<file path="src/rtl/alu_serial_arbiter.sv">
// Round-robin arbiter sharing one serial ALU between two requesters.
// Serializes 30-bit command frames and deserializes checked responses.
module alu_serial_arbiter #(
    parameter int TIMEOUT_CYCLES = 256
) (
    input  logic        clk,
    input  logic        rst,
    input  logic [1:0]  req,
    input  logic [7:0]  a0,
    input  logic [7:0]  b0,
    input  logic [7:0]  op0,
    input  logic [7:0]  a1,
    input  logic [7:0]  b1,
    input  logic [7:0]  op1,
    output logic [1:0]  done,
    output logic [15:0] result,
    output logic [7:0]  status,
    output logic        err_parity,
    output logic        err_timeout,
    output logic        busy,
    output logic        din,
    output logic        enable_n,
    input  logic        dout,
    input  logic        dout_valid
);

    localparam logic [2:0] IDLE = 3'd0;
    localparam logic [2:0] SEND = 3'd1;
    localparam logic [2:0] WAIT = 3'd2;
    localparam logic [2:0] RECV = 3'd3;
    localparam logic [2:0] DONE = 3'd4;

    localparam int TW = (TIMEOUT_CYCLES > 1) ? $clog2(TIMEOUT_CYCLES) : 1;
    localparam logic [TW-1:0] TLAST = TW'(TIMEOUT_CYCLES - 1);

    logic [2:0]    state;
    logic [4:0]    bcnt;
    logic [TW-1:0] tcnt;
    logic [29:0]   tx_sr;
    logic [28:0]   rx_sr;
    logic          gnt;
    logic          last;

    logic          pick;
    logic [7:0]    sa;
    logic [7:0]    sb;
    logic [7:0]    sop;
    logic [29:0]   frame;
    logic [29:0]   rx_full;
    logic          rx_bad;

    // Winner selection: alternate on contention, else whoever asks
    always_comb begin
        pick = req[1];
        if (req == 2'b11) begin
            pick = ~last;
        end
        sa  = pick ? a1  : a0;
        sb  = pick ? b1  : b0;
        sop = pick ? op1 : op0;
    end

    assign frame = {1'b0, sa, ^sa,
                    1'b0, sb, ^sb,
                    1'b1, sop, ~(^sop)};

    // Full response including the sample taken this cycle
    assign rx_full = {rx_sr, dout};
    assign rx_bad  = ~rx_full[29] | rx_full[19] | rx_full[9]
                   | (^rx_full[29:20])
                   | (^rx_full[19:10])
                   | (^rx_full[9:0]);

    assign busy = (state != IDLE);

    // Transaction sequencer: grant, transmit, await, receive, report
    always_ff @(posedge clk) begin
        if (rst) begin
            state       <= IDLE;
            bcnt        <= 5'd0;
            tcnt        <= '0;
            tx_sr       <= '0;
            rx_sr       <= '0;
            gnt         <= 1'b0;
            last        <= 1'b1;
            din         <= 1'b0;
            enable_n    <= 1'b1;
            done        <= 2'b00;
            result      <= 16'h0000;
            status      <= 8'h00;
            err_parity  <= 1'b0;
            err_timeout <= 1'b0;
        end else begin
            done <= 2'b00;
            unique case (state)
                IDLE: begin
                    if (|req) begin
                        gnt      <= pick;
                        din      <= frame[29];
                        tx_sr    <= {frame[28:0], 1'b0};
                        enable_n <= 1'b0;
                        bcnt     <= 5'd0;
                        state    <= SEND;
                    end
                end
                SEND: begin
                    if (bcnt == 5'd29) begin
                        din      <= 1'b0;
                        enable_n <= 1'b1;
                        tcnt     <= '0;
                        state    <= WAIT;
                    end else begin
                        din   <= tx_sr[29];
                        tx_sr <= {tx_sr[28:0], 1'b0};
                        bcnt  <= bcnt + 5'd1;
                    end
                end
                WAIT: begin
                    if (dout_valid) begin
                        rx_sr <= {rx_sr[27:0], dout};
                        bcnt  <= 5'd1;
                        state <= RECV;
                    end else if (tcnt == TLAST) begin
                        done        <= gnt ? 2'b10 : 2'b01;
                        result      <= 16'h0000;
                        status      <= 8'h00;
                        err_parity  <= 1'b0;
                        err_timeout <= 1'b1;
                        state       <= DONE;
                    end else begin
                        tcnt <= tcnt + 1'b1;
                    end
                end
                RECV: begin
                    rx_sr <= {rx_sr[27:0], dout};
                    if (bcnt == 5'd29) begin
                        done        <= gnt ? 2'b10 : 2'b01;
                        status      <= rx_full[28:21];
                        result      <= {rx_full[18:11], rx_full[8:1]};
                        err_parity  <= rx_bad;
                        err_timeout <= 1'b0;
                        state       <= DONE;
                    end else begin
                        bcnt <= bcnt + 5'd1;
                    end
                end
                DONE: begin
                    last  <= gnt;
                    state <= IDLE;
                end
                default: state <= IDLE;
            endcase
        end
    end

endmodule

</file>
<file path="config.mk">
export PLATFORM = sky130hd
export DESIGN_NAME = alu_serial_arbiter
export DESIGN_NICKNAME = d
export VERILOG_FILES = /design/src/rtl/alu_serial_arbiter.sv
export SDC_FILE = /design/constraint.sdc
export NUM_CORES = 1
export LEC_CHECK = 0
export CAP_MARGIN = 20
export CORE_ASPECT_RATIO = 1.25
export CORE_MARGIN = 1.5
export CORE_UTILIZATION = 54
export DETAILED_ROUTE_END_ITERATION = 6
export PLACE_DENSITY = 0.84
export SETUP_SLACK_MARGIN = 0.3
export SYNTH_ARGS = -nofsm -noshare
export SYNTH_HDL_FRONTEND = slang
export SYNTH_SLANG_ARGS = --single-unit
</file>
<file path="constraint.sdc">
create_clock -name clk -period 1.9 [get_ports clk]
set_input_delay 0.38 -clock clk [delete_from_list [all_inputs] [get_ports clk]]
set_output_delay 0.38 -clock clk [all_outputs]
set_load 0.02 [all_outputs]
</file>
-- Word level (Yosys, flattened, before mapping)
Cells that the tools add are included.
- add/sub/neg operators: 2
- multipliers: 0
- div/mod/pow operators: 0
- order comparisons: 0
- equality and inequality tests: 17
- shift-type cells: 0
- multiplexer cells: 49
- bitwise operators: 8
- reductions and logical operators: 23
- operators by type and width (kind ; number):
    2-to-1 mux 8 bit ; 9
    2-to-1 mux 30 bit ; 2
    one-hot mux 30 bit (2 select lines) ; 1
    one-hot mux 29 bit (2 select lines) ; 1
    2-to-1 mux 16 bit ; 3
    one-hot mux 16 bit (2 select lines) ; 1
    one-hot mux 8 bit (2 select lines) ; 2
    parity 10 bit ; 3
    2-to-1 mux 29 bit ; 1
    parity 8 bit ; 3
    inequality test 2 bit, second input constant ; 9
    AND reduction 4 bit ; 4
    2-to-1 mux 3 bit ; 5
    2-to-1 mux 5 bit ; 3
    one-hot mux 5 bit (3 select lines) ; 1
    one-hot mux 3 bit (4 select lines) ; 1
    2-to-1 mux 1 bit ; 10
    adder 8 x 1 -> 8 bit, second input constant ; 1
    equality test 8 bit, second input constant ; 1
    2-to-1 mux 2 bit ; 4
    one-hot mux 1 bit (2 select lines) ; 4
    equality test 3 x 2 -> 1 bit, second input constant ; 2
    AND reduction 2 bit ; 3
    AND reduction 3 bit ; 2
    other kinds (13) ; 23
- bits in registers: 107
- bits in latches: 0
- bits in writable memories: 0
- bits in read-only memories: 0
- input port bits: 54
- output and inout bits: 31
- logic and storage cells: 113
- memories kept: 0

-- Depth between registers and ports, before layout
- depth in word-level cells: 8
- depth in mapped cells: 9
- gate-level depth less buffers: 8

-- Least setup slack after synthesis
Ideal clock, no wire load.
- path type: reg-to-reg
- from: register bcnt[1]
- to: register result[10]
- library setup time: 0.065 ns
- data arrival time: 1.614 ns
- data required time: 1.835 ns
- setup slack: 0.220 ns
- stages on the path, launching flop included: 9
- buffers on the path: 1
- cells stage by stage: dfxtp_1 -> inv_1 -> ha_1 -> and4_2 -> a22o_1 -> nand2_1 -> buf_2 -> a22oi_1 -> nor2_1
- word-level cells in the longest chain between the ends: 3
- ends and longest elaborated chain (element ; line ; text):
    from (decl) ; 37 ; logic [4:0] bcnt;
    from (signal assigned) ; 115 ; bcnt <= bcnt + 5'd1;
    from (signal assigned) ; 144 ; bcnt <= bcnt + 5'd1;
    equality test 5 bit ; 136 ; if (bcnt == 5'd29) begin
    inequality test 2 bit (no source line) ; - ;
    AND reduction 4 bit (no source line) ; - ;
    to (signal assigned) ; 139 ; result <= {rx_full[18:11], rx_full[8:1]};
    to (decl) ; 16 ; output logic [15:0] result,
Every way passes these cells.
A chain may end at the register's enable or synchronous reset.

-- Final worst setup path
- from: register state[0]
- to: register tcnt[4]
- word-level cells in the longest chain between the ends: 3
- elaborated cells on any way between the ends: 8
- those cells by class: eq/ne (5); mux (1); reduce/logical (2)
- ends and longest elaborated chain (element ; line ; text):
    from (decl) ; 36 ; logic [2:0] state;
    from (signal assigned) ; 79 ; state <= IDLE;
    from (signal assigned) ; 103 ; state <= SEND;
    from (signal assigned) ; 111 ; state <= WAIT;
    equality test 3 x 2 -> 1 bit or equality test 3 x 1 -> 1 bit (tied branches) ; 95 ; unique case (state)
    inequality test 2 bit (no source line) or nonzero test 2 bit (tied branches) ; - ;
    AND reduction 4 bit (no source line) ; - ;
    to (signal assigned) ; 131 ; tcnt <= tcnt + 1'b1;
    to (decl) ; 38 ; logic [TW-1:0] tcnt;
Several ways; a longest one is shown, not always the timed one.

==> flow_metrics.env <==
export IMPL_vias=5176
export IMPL_die_area_um2=10200
export IMPL_r2r_worst_path_cells=7
export IMPL_grt_pass1_wl_um=22500
export IMPL_core_area_um2=9270
export IMPL_clkPwrFrac_pct=27.3
export IMPL_pre_cts_slack_ps=-126
export IMPL_grt_max_degree=66
export IMPL_period_minus_slack_ps=1880
export IMPL_place_congestion=0.777
export IMPL_hold_depth=3
export IMPL_dp_hpwl_um=8280
export IMPL_intPower_mw=4.42
export IMPL_syn_nets=654
export IMPL_antenna_found_initial=0
export IMPL_grt_usage_pct=27.5
export IMPL_fin_util_pct=80.1
export IMPL_cp_start_kind="flip-flop"
export IMPL_p_per_area_nw_per_um2=902
export IMPL_yosys_warnings=0
export IMPL_switchingPower_mw=2.28
export IMPL_cp_top_family="simple AND/OR/NAND/NOR gates"
export IMPL_slowest_stage="dfxtp_1"
export IMPL_cts_buffers_inserted=9
export IMPL_worst_pin_slew_ps=670
export IMPL_drtIter0Drc=486
export IMPL_holdBufCountCts=0
export IMPL_synth_seq_cells=106
export IMPL_clkTransAtPathRegs_ps=70
export IMPL_relSlewSlack_pct=55.4
export IMPL_dp_cells=788
export IMPL_drc=0
export IMPL_cts_tree="done"
export IMPL_htreeDepth=3
export IMPL_insertion_delay_ps=350
export IMPL_wl_um=16800
export IMPL_synth_area_um2=5200
export IMPL_total_leakage_power_nw=2.87
export IMPL_max_stage_delay_ps=400
export IMPL_finalNetCount=777
export IMPL_finalCritPeriodShare_pct=99.1
export IMPL_cp_max_fo=10
export IMPL_cp_buffers_inverters=1
export IMPL_cp_required_ps=2120
export IMPL_nFillCells=491
export IMPL_power_mw=6.70
export IMPL_grt_ovfl_total=0
export IMPL_final_cells=848
export IMPL_fin_skew_ps=7.85
export IMPL_start_util_pct=56.0
export IMPL_status="finished, final reports clean"
export IMPL_finalSetupViolations=0
export IMPL_die_h_um=113
export IMPL_hold_violations=0
export IMPL_p_sw_share_pct=34.0
export IMPL_critical_path_class="flip-flop to flip-flop"
export IMPL_via_per_inst=6.10
export IMPL_setup_slack_ps=17.1
export IMPL_grt_pass1_vias=4841
export IMPL_yosysSeqAreaShare_pct=40.8
export IMPL_hp_class="primary input to flip-flop"
export IMPL_syn_area_per_cell_um2=8.70
export IMPL_rsz0062_at_grt="true"
export IMPL_io_buffers=84
export IMPL_synthCells=597
export IMPL_max_clock_path_buffers=2
export IMPL_cts_root_buf="clkbuf_16"
export IMPL_ant_nets=0
export IMPL_cp_cell_sequence="buf_6 > nor3b_4 > nand2_4 > a21oi_4 > nand4_1 > xor2_1 > nor2_1"
export IMPL_cp_arrival_ps=2110
export IMPL_ios=85
export IMPL_path_depth=7
export IMPL_endpoint_kind="flip-flop"
export IMPL_diodes=0
export IMPL_cts_sinks=106
export IMPL_area_delta_synth_final_pct=42.9
export IMPL_fmax_mhz=531
export IMPL_ir_drop_uv=683
export IMPL_drv_cap=0
export IMPL_wire_per_inst_um=19.8
export IMPL_final_area_um2=7420
export IMPL_synthDistinctLibCells=53
export IMPL_seq_power_share_pct=38.1
export IMPL_die_width_um=90.7
export IMPL_dpl_cell_area_um2=6270
export IMPL_drv_slew=0
export IMPL_dr_pass1_iters=6
export IMPL_final_cell_mix="nor2_1 (97), dfxtp_1 (93), nand2_1 (63)"
export IMPL_layout_commonest_cell="nor2_1"
export IMPL_combPwrFrac_pct=34.5
export IMPL_std_cell_rows=39
export IMPL_drive_gt1_share_pct=26.6
==> per-stage QoR <==
| step | TNS [ps] | hold slack, ps |
|---|---|---|
| floorplan | 0 | 426 |
| global placement | -850 | 440 |
| detailed placement | -2030 | 458 |
| CTS | 0 | 372 |
| global route | -67.4 | 410 |
| finish | 0 | 415 |
==> metal layers <==
layer  GRT usage, %  vias up  share of wire (%)
li1               -     2300                  -
met1           30.3     2490                 36
met2           51.3      309                 52
met3           3.93       77                6.6
met4           12.8        0                5.1
met5              0        -                  0
==> tightest hold or removal path: stages <==
cell     delay [ps]
buf_2           110
inv_1           120
nand3_1         110
==> what timing repair did <==
action	CTS	global route
gates cloned	4	5
setup endpoints to repair	103	76
pin swaps	21	28
buffers inserted	22	13
resized for setup	77	68
hold endpoints to repair	0	0
==> worst paths after layout <==
kind	from	endpoint	slack, ps
worst max-delay path	state[0]$_SDFFE_PP0P_	tcnt[4]$_SDFFE_PP0P_	20
worst min-delay path	rst	enable_n$_SDFFE_PP1P_	420
worst max register to register	state[0]$_SDFFE_PP0P_	tcnt[4]$_SDFFE_PP0P_	20
worst min register to register	rx_sr[9]$_SDFFE_PP0P_	rx_sr[10]$_SDFFE_PP0P_	490
==> synth_stat cells, drive strengths merged <==
cell type | instances | area (µm²)
o211ai | 5 | 37.5
buf | 25 | 144
nor4 | 1 | 6.26
xor2 | 16 | 140
nor3 | 6 | 30.0
nand2b | 2 | 12.5
nor2b | 1 | 6.26
mux2i | 26 | 260
nand3 | 2 | 10.0
xnor3 | 1 | 22.5
and2 | 2 | 12.5
a211oi | 25 | 293
inv | 6 | 22.5
nand2 | 70 | 263
a311o | 1 | 10.0
xnor2 | 59 | 517
o21ai | 4 | 20.0
and4 | 1 | 10.0
ha | 3 | 37.5
nor3b | 2 | 20.0
nor2 | 102 | 409
nor4b | 1 | 15.0
a21o | 1 | 7.51
o21a | 1 | 7.51
a22oi | 30 | 225
a21boi | 2 | 15.0
or2 | 1 | 6.26
dfxtp | 106 | 2120
a32o | 1 | 10.0
a21oi | 61 | 317
a2111oi | 1 | 8.76
o31ai | 2 | 15.0
or3 | 1 | 6.26
and3 | 3 | 18.8
a32oi | 1 | 8.76
a22o | 1 | 8.76
clkbuf | 13 | 48.8
or2b | 1 | 7.51
or3b | 1 | 8.76
o22ai | 1 | 6.26
nand4 | 8 | 50.1
==> power by group through the flow <==
stage / Sequential (mW) / Clock (mW) / Combinational [mW]
2_1_floorplan: 2.54 / 0 / 1.20
3_3_place_gp: 2.55 / 0 / 1.60
3_5_place_dp: 2.56 / 0 / 1.66
4_1_cts: 2.53 / 1.82 / 1.97
5_1_grt: 2.56 / 1.92 / 2.45
6_report: 2.56 / 1.83 / 2.31
==> kinds of logic after synthesis <==
family | share of synthesized area, %
muxes | 5.01
and+or+nand+nor | 17.2
DFF | 40.8
AOI/OAI and AO/OA | 19.0
adders and majority gates | 0.722
xor gates and xnor gates | 13.1
buffers and inverters | 4.14
==> registers in the layout, indices dropped and copies added, names as in the netlist <==
| signal | count |
|---|---|
| bcnt | 5 |
| din | 1 |
| done | 2 |
| enable_n | 1 |
| err_parity | 1 |
| err_timeout | 1 |
| gnt | 1 |
| last | 1 |
| result | 16 |
| rx_sr | 29 |
| state | 3 |
| status | 8 |
| tcnt | 8 |
| tx_sr | 29 |
==> final cells by class <==
type,instances,area (µm²),area share [%]
Sequential cell,106,2140,28.9
Clock inverter,5,45.0,0.607
Tap cell,123,154,2.07
Timing Repair Buffer,150,1590,21.4
Multi-Input combinational cell,447,3230,43.5
Inverter,6,22.5,0.303
Clock buffer,11,243,3.27
(Power assumes the default switching activity.)
==> RTL change 1: new RTL, config.mk and constraints unchanged <==
Change the parameter `TIMEOUT_CYCLES` from 256 to 128.
--- a/src/rtl/alu_serial_arbiter.sv
+++ b/src/rtl/alu_serial_arbiter.sv
@@ -3,3 +3,3 @@
 module alu_serial_arbiter #(
-    parameter int TIMEOUT_CYCLES = 256
+    parameter int TIMEOUT_CYCLES = 128
 ) (
Behaviour: no difference found for any inputs over 10 cycles, from zero or initial values and one cycle with rst high; that may be too few to reach the edited logic, so the function may still have changed.
==> RTL change 1 against the unedited design <==
- hold slack better by 0.067 ns
- area after synthesis down 4.2%
- global-route usage grew 0.31 points
- worst setup slack better by 0.022 ns
- wire length is 11% lower
- sequential cell count is 1 lower
- cell area is 3.2% lower
- power fell by 13%
==> RTL change 1: results (changes against the unedited design) <==
[route]
dr_wl_met3_um = 860  ; was 1110 µm
drt_iter0_drc = 399  ; was 486
wl_met1_um = 5520  ; was 6020 µm
via_count = 4903  ; was 5176
route.met2.wl_um = 8020  ; was 8760 µm

[synthesis]
synth_xor_area_frac = 0.130  ; was 0.131
synth_fa_ha_area_frac = 0.00754  ; was 0.00722
synth_mux_area_frac = 0.0543  ; was 0.0501
synth.distinct_cells = 48  ; was 53
ys_ff_latch = 105  ; was 106
syn-num-nets = 648  ; was 654
synth_area_leaders = dfxtp_1, xnor2_1, nor2_1  ; unchanged
synth_commonest_cells = dfxtp_1, nor2_1, nand2_1  ; unchanged

[worst_setup_path]
cp_max_fo = 3  ; was 10
timing.rr.end = tcnt[5]  ; was tcnt[4]
cp.arrival_ns = 2.14  ; was 2.11 ns
slowest_stage = or3_4  ; was dfxtp_1
r2r_cells = 8  ; was 7
timing.rr.start = bcnt[1]  ; was state[0]

[clock_network]
cts_setup_buffers = 13  ; was 22

[worst_hold_path]
whs_path_depth = 2  ; was 3
min_from = enable_n  ; was rst
hold_class = reg -> reg  ; was in -> reg

[layout]
drive_above_1_share = 0.233  ; was 0.266
area_share_nonclk_buffers = 0.210  ; was 0.214
nFillCells = 484  ; was 491
final_nets = 764  ; was 777
clock_cell_area_share = 0.0411  ; was 0.0388

[global_routing]
use_met1 = 0.298  ; was 0.303
track_usage = 0.278  ; was 0.275
grt_use_met2 = 0.523  ; was 0.513
met3_usage = 0.0380  ; was 0.0393
first_global_vias = 4643  ; was 4841

[timing]
fin_skew_ns = 0.00855  ; was 0.00785 ns
maxSlewHeadroom = 0.614  ; was 0.554

[placed_design]
hpwl_um = 8140  ; was 8280 µm
pre_cts_ws_ns = -0.235  ; was -0.126 ns
dp.cells = 792  ; was 788
place.gp.congestion = 0.860  ; was 0.777

[outcome]
status = completed  ; unchanged

## RTL change 1: power by group
part / total, W / switching (W) / internal [W]
combinational: 0.00151 / 0.000775 / 0.000735
clock: 0.00188 / 0.000820 / 0.00106
sequential: 0.00244 / 0.000113 / 0.00233
## RTL change 1: per-stage QoR
| stage | area (µm²) | TNS, ns |
|---|---|---|
| 5_1_grt | 7190 | -0.0501 |
| 3_3_place_gp | 6180 | -2.63 |
| 4_1_cts | 6820 | 0 |
| 2_1_floorplan | 5030 | 0 |
| 3_5_place_dp | 6180 | -4.77 |
| 6_report | 7190 | 0 |
## RTL change 1: worst max path at each step
stage | startpoint | end | slack [ns]
finish | bcnt[1] | tcnt[5] | 0.04
global route | bcnt[1] | err_parity | -0.05
CTS | state[0] | busy | 0.11
detailed placement | dout_valid | tcnt[3] | -0.23
global placement | dout_valid | tcnt[3] | -0.17
floorplan | bcnt[1] | tcnt[5] | 0.15
==> RTL change 2: new RTL, same flow settings <==
Made on the original files. Register the input `a0` before use, cleared by the reset. The logic sees it one clock later. The other inputs are not delayed to match.
--- a/src/rtl/alu_serial_arbiter.sv
+++ b/src/rtl/alu_serial_arbiter.sv
@@ -35,2 +35,12 @@
 
+    logic [7:0] a0_q;
+
+    always_ff @(posedge clk) begin
+        if (rst) begin
+            a0_q <= '0;
+        end else begin
+            a0_q <= a0;
+        end
+    end
+
     logic [2:0]    state;
@@ -57,3 +67,3 @@
         end
-        sa  = pick ? a1  : a0;
+        sa  = pick ? a1  : a0_q;
         sb  = pick ? b1  : b0;
Formal check against the unedited RTL: not equivalent (a bounded check fails within 4 cycles, from zero or initial values and one cycle with rst high).
==> RTL change 2 against the unedited design <==
- the run now ends with design-rule violations left
- wire length rose by 20%
- cell area rose by 14%
- worst setup slack improved by 0.026 ns
- area after synthesis rose by 4.0%
- power rose by 7.0%
- sequential cell count rose by 8
- global-route usage rose by 3.5 points
- cell count rose by 4.8%
- highest routed layer unchanged
==> RTL change 2: results (changes against the unedited design) <==
[clock_network]
clock_latency_ns = 0.43  ; was 0.35 ns
cts_buffers = 17  ; was 9
htree_levels = 4  ; was 3

[synthesis]
synth-compound-area-share = 0.178  ; was 0.190
syn_avg_cell_area_um2 = 8.77  ; was 8.70 µm²
ys_seq_area_frac = 0.422  ; was 0.408
synth_fa_ha_area_frac = 0.00695  ; was 0.00722
syn-num-nets = 673  ; was 654
synth.distinct_cells = 50  ; was 53
synth_mux_area_frac = 0.0500  ; was 0.0501
synth_xor_area_frac = 0.125  ; was 0.131
synth_area_leaders = dfxtp_1, xnor2_1, nor2_1  ; unchanged
synth_commonest_cells = dfxtp_1, nor2_1, nand2_1  ; unchanged
synth_top_family_by_area = compound AO/OA/AOI/OAI gates  ; unchanged

[worst_hold_path]
whs_path_depth = 1  ; was 3
min_from = enable_n  ; was rst
hold_class = reg -> reg  ; was in -> reg

[layout]
final_cells = 889  ; was 848
drive_above_1_share = 0.329  ; was 0.266

[timing]
fin_skew_ns = 0.0135  ; was 0.00785 ns
worst_pin_slew_ns = 0.613  ; was 0.670 ns
fin_crit_sh = 0.977  ; was 0.991

[route]
wl_met1_um = 6640  ; was 6020 µm
drcViolationCount = 6  ; was 0
via_per_inst = 6.21  ; was 6.10
wl_um = 20000  ; was 16800 µm
route.met2.wl_um = 10600  ; was 8760 µm
dr_wl_met3_um = 1310  ; was 1110 µm
drt_pass1_iterations = 7  ; was 6

[global_routing]
first_global_vias = 5199  ; was 4841
met3_usage = 0.0807  ; was 0.0393
grt_max_degree = 46  ; was 66
grt_antenna_before_repair = 1  ; was 0
use_met1 = 0.303  ; about the same
grt_use_met2 = 0.582  ; was 0.513
grt_pass1_wl_um = 25300  ; was 22500 µm
track_usage = 0.310  ; was 0.275

[power_and_ir_drop]
power_switching_w = 0.00198  ; was 0.00228 W
vdd_ir_drop_max_mv = 0.873  ; was 0.683 mV

[outcome]
violations = design-rule violations
status = finished with violations  ; was completed

[placed_design]
pre_cts_ws_ns = -0.263  ; was -0.126 ns
placement.cell_area_um2 = 6600  ; was 6270 µm²
place.gp.congestion = 0.789  ; was 0.777
dp.cells = 811  ; was 788
hpwl_um = 8230  ; was 8280 µm

[worst_setup_path]
slowest_stage = dfxtp_2  ; was dfxtp_1
r2r_slack_ns = 0.04  ; was 0.02 ns
max_stage_delay_ns = 0.35  ; was 0.40 ns
cp_max_fo = 5  ; was 10
cp-startpoint = bcnt[1]  ; was state[0]
cp-endpoint = bcnt[3]  ; was tcnt[4]
cp.arrival_ns = 2.17  ; was 2.11 ns
r2r_cells = 9  ; was 7

-- RTL change 2: cell types whose count changed after synthesis, moves of 7 or more --
cell	delta
buf_2	-11
nor2b_1	+10
clkbuf_1	+8
dfxtp_1	+8
nand2_1	+8
a21oi_1	+7
a22oi_1	-7
-- RTL change 2: power by group through the flow --
stage                     Combinational [W]  Clock, W  Sequential, W
final                               0.00139   0.00321        0.00257
after global routing                0.00144   0.00332        0.00258
after CTS                           0.00111   0.00310        0.00255
after detailed placement           0.000847         0        0.00259
after global placement             0.000821         0        0.00258
after floorplan                    0.000594         0        0.00258
-- RTL change 2: cell type report --
cell class,instances,area (µm²)
multi-input cells,456,3520
flip-flops and latches,114,2310
repair buffers,155,1870
fillers,411,1190
clock buffers,21,470
well taps,126,158
clock inverters,9,108
inverters,7,28.8
diodes,1,2.50
-- RTL change 2: repair_timing --
item	CTS	global route
setup buffers	21	9
pin swaps	22	43
endpoints found under the setup margin	111	99
resized for setup	115	84
cloned	10	7
